--- config.mk ---
export PLATFORM = sky130hd
export DESIGN_NAME = i2c_txn_arbiter
export DESIGN_NICKNAME = d
export VERILOG_FILES = /design/src/rtl/i2c_arb_pkg.sv /design/src/rtl/i2c_rr_pick.sv /design/src/rtl/i2c_txn_arbiter.sv
export SDC_FILE = /design/constraint.sdc
export NUM_CORES = 1
export LEC_CHECK = 0
export CAP_MARGIN = 5
export CORE_AREA = 2 2 80 90
export DETAILED_ROUTE_END_ITERATION = 8
export DIE_AREA = 0 0 82 92
export GPL_TIMING_DRIVEN = 0
export PLACE_DENSITY_LB_ADDON = 0.1
export SETUP_SLACK_MARGIN = 0.05
export SLEW_MARGIN = 20
export SYNTH_ARGS = -nofsm -noshare
export SYNTH_HDL_FRONTEND = slang
export SYNTH_HIERARCHICAL = 1
export SYNTH_SLANG_ARGS = --single-unit
export TNS_END_PERCENT = 50
--- constraint.sdc ---
create_clock -name clk -period 2 [get_ports clk]
set_input_delay 0.3 -clock clk [delete_from_list [all_inputs] [get_ports clk]]
set_output_delay 0.3 -clock clk [all_outputs]
set_load 0.02 [all_outputs]
--- src/rtl/i2c_arb_pkg.sv ---
// Shared types and constants for the I2C transaction arbiter.
package i2c_arb_pkg;

  typedef enum logic [1:0] {
    IDLE,
    LAUNCH,
    WAIT,
    COOL
  } arb_state_e;

  localparam int ADDR_W     = 7;
  localparam int DATA_W     = 8;
  localparam int TO_CYC_DEF = 200000;

endpackage

--- src/rtl/i2c_rr_pick.sv ---
// Combinational round-robin selector: the first set request strictly after ptr,
// wrapping modulo NREQ, wins.
module i2c_rr_pick #(
  parameter int NREQ = 2,
  parameter int PTRW = 1
) (
  input  logic [NREQ-1:0] req,
  input  logic [PTRW-1:0] ptr,
  output logic [NREQ-1:0] gnt_oh,
  output logic [PTRW-1:0] idx,
  output logic            valid
);

  always_comb begin
    int unsigned cand;
    cand   = 0;
    gnt_oh = '0;
    idx    = '0;
    valid  = 1'b0;
    for (int unsigned k = 1; k <= NREQ; k++) begin
      cand = (k + ptr) % NREQ;
      if (!valid && req[cand]) begin
        valid        = 1'b1;
        idx          = PTRW'(cand);
        gnt_oh[cand] = 1'b1;
      end
    end
  end

endmodule

--- src/rtl/i2c_txn_arbiter.sv ---
// Shares one I2C master between NREQ requesters: round-robin grant, latched
// request fields, enable/ready handshake sequencing and per-phase timeout.
module i2c_txn_arbiter
  import i2c_arb_pkg::*;
#(
  parameter int NREQ   = 2,
  parameter int TO_CYC = TO_CYC_DEF,
  parameter int TOW    = 18
) (
  input  logic                   clk,
  input  logic                   rst,
  input  logic [NREQ-1:0]        req,
  input  logic [ADDR_W*NREQ-1:0] req_addr,
  input  logic [DATA_W*NREQ-1:0] req_data,
  input  logic [NREQ-1:0]        req_rw,
  output logic [NREQ-1:0]        gnt,
  output logic [NREQ-1:0]        done,
  output logic [NREQ-1:0]        err,
  output logic [DATA_W-1:0]      rd_data,
  output logic                   busy,
  output logic                   m_enable,
  output logic [ADDR_W-1:0]      m_addr,
  output logic [DATA_W-1:0]      m_data,
  output logic                   m_rw,
  input  logic                   m_ready,
  input  logic [DATA_W-1:0]      m_data_out
);

  localparam int PTRW = (NREQ > 1) ? $clog2(NREQ) : 1;

  arb_state_e          state_q, state_d;
  logic [TOW-1:0]      tcnt_q, tcnt_d;
  logic [PTRW-1:0]     ptr_q, ptr_d;
  logic [NREQ-1:0]     gnt_d, done_d, err_d;
  logic                m_enable_d, busy_d, m_rw_d;
  logic [DATA_W-1:0]   rd_data_d, m_data_d;
  logic [ADDR_W-1:0]   m_addr_d;
  logic [NREQ-1:0]     pick_oh;
  logic [PTRW-1:0]     pick_idx;
  logic                pick_valid;
  logic                last_tick;

  i2c_rr_pick #(
    .NREQ (NREQ),
    .PTRW (PTRW)
  ) u_pick (
    .req    (req),
    .ptr    (ptr_q),
    .gnt_oh (pick_oh),
    .idx    (pick_idx),
    .valid  (pick_valid)
  );

  assign last_tick = (tcnt_q == TOW'(TO_CYC - 1));

  always_comb begin
    state_d    = state_q;
    tcnt_d     = tcnt_q;
    ptr_d      = ptr_q;
    gnt_d      = gnt;
    done_d     = '0;
    err_d      = '0;
    m_enable_d = m_enable;
    rd_data_d  = rd_data;
    m_addr_d   = m_addr;
    m_data_d   = m_data;
    m_rw_d     = m_rw;

    unique case (state_q)
      IDLE: begin
        if (pick_valid && m_ready) begin
          for (int unsigned i = 0; i < NREQ; i++) begin
            if (pick_oh[i]) begin
              m_addr_d = req_addr[i*ADDR_W +: ADDR_W];
              m_data_d = req_data[i*DATA_W +: DATA_W];
              m_rw_d   = req_rw[i];
            end
          end
          gnt_d      = pick_oh;
          ptr_d      = pick_idx;
          tcnt_d     = '0;
          m_enable_d = 1'b1;
          state_d    = LAUNCH;
        end
      end
      LAUNCH: begin
        if (!m_ready) begin
          m_enable_d = 1'b0;
          tcnt_d     = '0;
          state_d    = WAIT;
        end else if (last_tick) begin
          m_enable_d = 1'b0;
          err_d      = gnt;
          state_d    = COOL;
        end else begin
          tcnt_d = tcnt_q + 1'b1;
        end
      end
      WAIT: begin
        // A completed transfer takes precedence over a timeout in the same cycle.
        if (m_ready) begin
          if (m_rw) rd_data_d = m_data_out;
          done_d  = gnt;
          state_d = COOL;
        end else if (last_tick) begin
          err_d   = gnt;
          state_d = COOL;
        end else begin
          tcnt_d = tcnt_q + 1'b1;
        end
      end
      COOL: begin
        gnt_d   = '0;
        state_d = IDLE;
      end
      default: state_d = IDLE;
    endcase

    busy_d = (state_d != IDLE);
  end

  always_ff @(posedge clk or negedge rst) begin
    if (!rst) begin
      state_q  <= IDLE;
      tcnt_q   <= '0;
      ptr_q    <= PTRW'(NREQ - 1);
      gnt      <= '0;
      done     <= '0;
      err      <= '0;
      busy     <= 1'b0;
      m_enable <= 1'b0;
      rd_data  <= '0;
      m_addr   <= '0;
      m_data   <= '0;
      m_rw     <= 1'b0;
    end else begin
      state_q  <= state_d;
      tcnt_q   <= tcnt_d;
      ptr_q    <= ptr_d;
      gnt      <= gnt_d;
      done     <= done_d;
      err      <= err_d;
      busy     <= busy_d;
      m_enable <= m_enable_d;
      rd_data  <= rd_data_d;
      m_addr   <= m_addr_d;
      m_data   <= m_data_d;
      m_rw     <= m_rw_d;
    end
  end

endmodule

==> reports/qor.csv <==
stage;metric;value;unit
sta;clock_skew;4.70;ps
sta;rsz0062_at_grt;true;
grt;grt.met3_usage;5.22;%
setup_path;worstSetupStartpoint;state_q[0]$_DFF_PN0_;
sta;slew_viol_final;0;
grt;use_met1;26.6;%
yosys;async_flop_share;100;%
floorplanning;ios;77;
clock_tree;path_clk_slew;100;ps
sta;tightest_slew;832;ps
floorplanning;chipHeight;92;µm
placement;io_buffer_count;76;
run_status;violations;negative setup slack;
floorplanning;rows;32;
sta;fin_ws;-165;ps
sta;finalSetupViolCount;10;
grt;met2_usage;33.6;%
setup_path;startpoint_type;flip-flop;
grt;grt_overflow;0;
setup_path;critical_path.cell_chain;inv_2, ha_4, buf_6, a21o_1, or4_4, buf_6, or4_4, o211ai_1;
placement;place.gp.congestion;0.825;
sta;finalHoldViolCount;0;
clock_tree;holdBufCountCts;0;
layout;layout_common_cells;clkdlybuf4s50_1 (75), dfrtp_1 (48), nand2_1 (29);
sta;timing.hold.ws;2.64;ps
yosys;ys_dominant_reg_cell;dfrtp_1;
grt;grt_first_pass_wirelength;12000;µm
setup_path;required;2240;ps
setup_path;r2r-start;state_q[0]$_DFF_PN0_;
placement;hpwl;5270;µm
placement;post-place-cells;438;
layout;final_layout_size_suffix_gt1_share;17.4;%
route;wl_per_cell;16.0;µm
layout;diodes;0;
layout;fin_cells;453;
setup_path;cp-end-kind;flip-flop;
clock_tree;cts-buffers-inserted;5;
grt;busiest_layer;met2;
route;drt_first_pass_iters;5;
sta;min_period;2170;ps
yosys;syn_avg_cell_area;10.0;µm²
yosys;synthDistinctLibCells;56;
yosys;synth-seq-area-share;47.7;%
route;postRouteAntennaNets;0;
grt;grt_usage;20.4;%
layout;syn_to_final_growth;40.6;%
grt;grt_start_max_net_pins;54;
clock_tree;clock_latency;310;ps
clock_tree;cts-root-buf;clkbuf_8;
yosys;synth_edf_count;0;
pwr;pwr_density_cell;1210;nW/µm²
placement;place_area;3660;µm²
clock_tree;cts_htree_levels;2;
route;routed_wl;7260;µm
yosys;yosys_warnings;6;
route;drt_iter0_markers;165;
floorplanning;core-area;6730;µm²
setup_path;worstSetupPathType;flip-flop to flip-flop;
setup_path;critPathArrivalTime;2400;ps
clock_tree;cts.sinks;53;
clock_tree;ctsLongestPathBuffers;2;
placement;pre_cts_ws;-648;ps
yosys;synthCells;277;
floorplanning;fp.dieArea;7540;µm²
layout;stdcell_area;3910;µm²
min_path;hold_path_class;input pin to async pin;
setup_path;crit_path_top_delay_cell;or4_4;
run;cap_violations;0;
layout;nets;417;
run_status;status;complete, but fails checks;
setup_path;path_max_fanout;6;
pwr;peakVddDrop;0.000580;V
grt;grt_pass1_vias;2493;
route;routed_via_density;5.62;
sta;max_freq;0.462;GHz
floorplanning;die_x;82;µm
yosys;netlist_area;2780;µm²
yosys;synth_largest_area_cell;dfrtp_1;
clock_tree;tritoncts;done;
route;vias;2545;
sta;post-route-period-util;108;%
floorplanning;initial_core_util;41.4;%
yosys;yosys-top-cells-area;dfrtp_1 (47%), mux2i_1 (5.8%), o21ai_0 (4.1%);
setup_path;max_stage_delay;470;ps
yosys;synth_top_area_share;46.8;%
grt;antenna_found_initial;0;
route;route.detailed.drc;0;
layout;final_common_cell;clkdlybuf4s50_1;
yosys;synth-seq-cells;53;
pwr;p_leak;1.64;nW
yosys;synth.net_count;327;
sta;slew_headroom;44.0;%
pwr;fin_total_pwr;4.72;mW
==> cells in the mapped netlist, types with 6 or more instances <==
library cell and count:
dfrtp_1 52, nand2_1 30, o21ai_0 23, mux2i_1 16, nand3_1 12, a21oi_1 10, clkbuf_1 9, mux2_2 9
nor2_1 9, inv_1 8, and3_1 7, nand4_1 7, o31ai_1 6, or4_1 6
==> per-layer routing <==
layer	routed length, µm	up-vias
met5	0	-
met4	71	0
met3	454	7
met2	3640	74
met1	3100	1246
li1	-	1218
==> power breakdown <==
group / leakage, nW / switching (mW) / internal (mW)
sequential: 0.683 / 0.199 / 1.38
combinational: 0.910 / 1.33 / 1.17
clock: 0.0445 / 0.384 / 0.250
==> worst max-delay path: cells and delay by family (launching register included) <==
family | cells | cell delay [ps]
adders and majority gates | 1 | 170
DFF | 1 | 410
buffers and inverters | 3 | 350
and+or+nand+nor | 2 | 890
AOI/OAI and AO/OA | 2 | 270
==> registers in the layout (all words and copies together), names as in the netlist <==
name	cells
tcnt_q	18
m_rw	1
gnt	2
done	2
state_q	2
rd_data	8
err	2
m_data	8
m_addr	7
busy	1
ptr_q	1
m_enable	1
==> logic make-up after synthesis <==
logic type / count (synthesis) / synth area share (%)
flops: 53 / 47.7
buf+inv: 20 / 2.79
compound gates: 76 / 18.2
simple gates: 98 / 19.6
mux: 25 / 9.40
fa+ha+maj: 5 / 2.25
==> final timing paths <==
check | to | slack [ps] | cells after the start
worst max-delay path | tcnt_q[16]$_DFFE_PN0P_ | -170 | 8
min in group clk | m_data[1]$_DFFE_PN0P_ | 490 | 2
worst min register to register | m_data[1]$_DFFE_PN0P_ | 490 | 2
worst max register to register | tcnt_q[16]$_DFFE_PN0P_ | -170 | 8
max in group asynchronous | state_q[1]$_DFF_PN0_ | 1480 | 1
worst min-delay path | state_q[0]$_DFF_PN0_ | 3 | 1
==> area by class of cell <==
type                            count  area, µm²
Multi-Input combinational cell    204       1470
Inverter                            8       32.5
Buffer                             12       76.3
Fill cell                         613       2810
Timing Repair Buffer               83        811
Clock inverter                      3       21.3
Tap cell                           85        106
Clock buffer                        5       68.8
Sequential cell                    53       1330
==> what timing repair did <==
item / CTS / global route
gates resized for setup: 29 / 13
setup buffers: 6 / 1
pin swaps: 1 / 5
setup endpoints to repair: 40 / 46
==> stage by stage <==
step,util (%),setup TNS [ps]
after global placement,54.5,-77300
after detailed placement,54.4,-18250
final,58.2,-691
after floorplan,-,-209
after CTS,57.6,-686
after global routing,58.2,-2080
No activity file was read; power rests on OpenSTA's default activity.
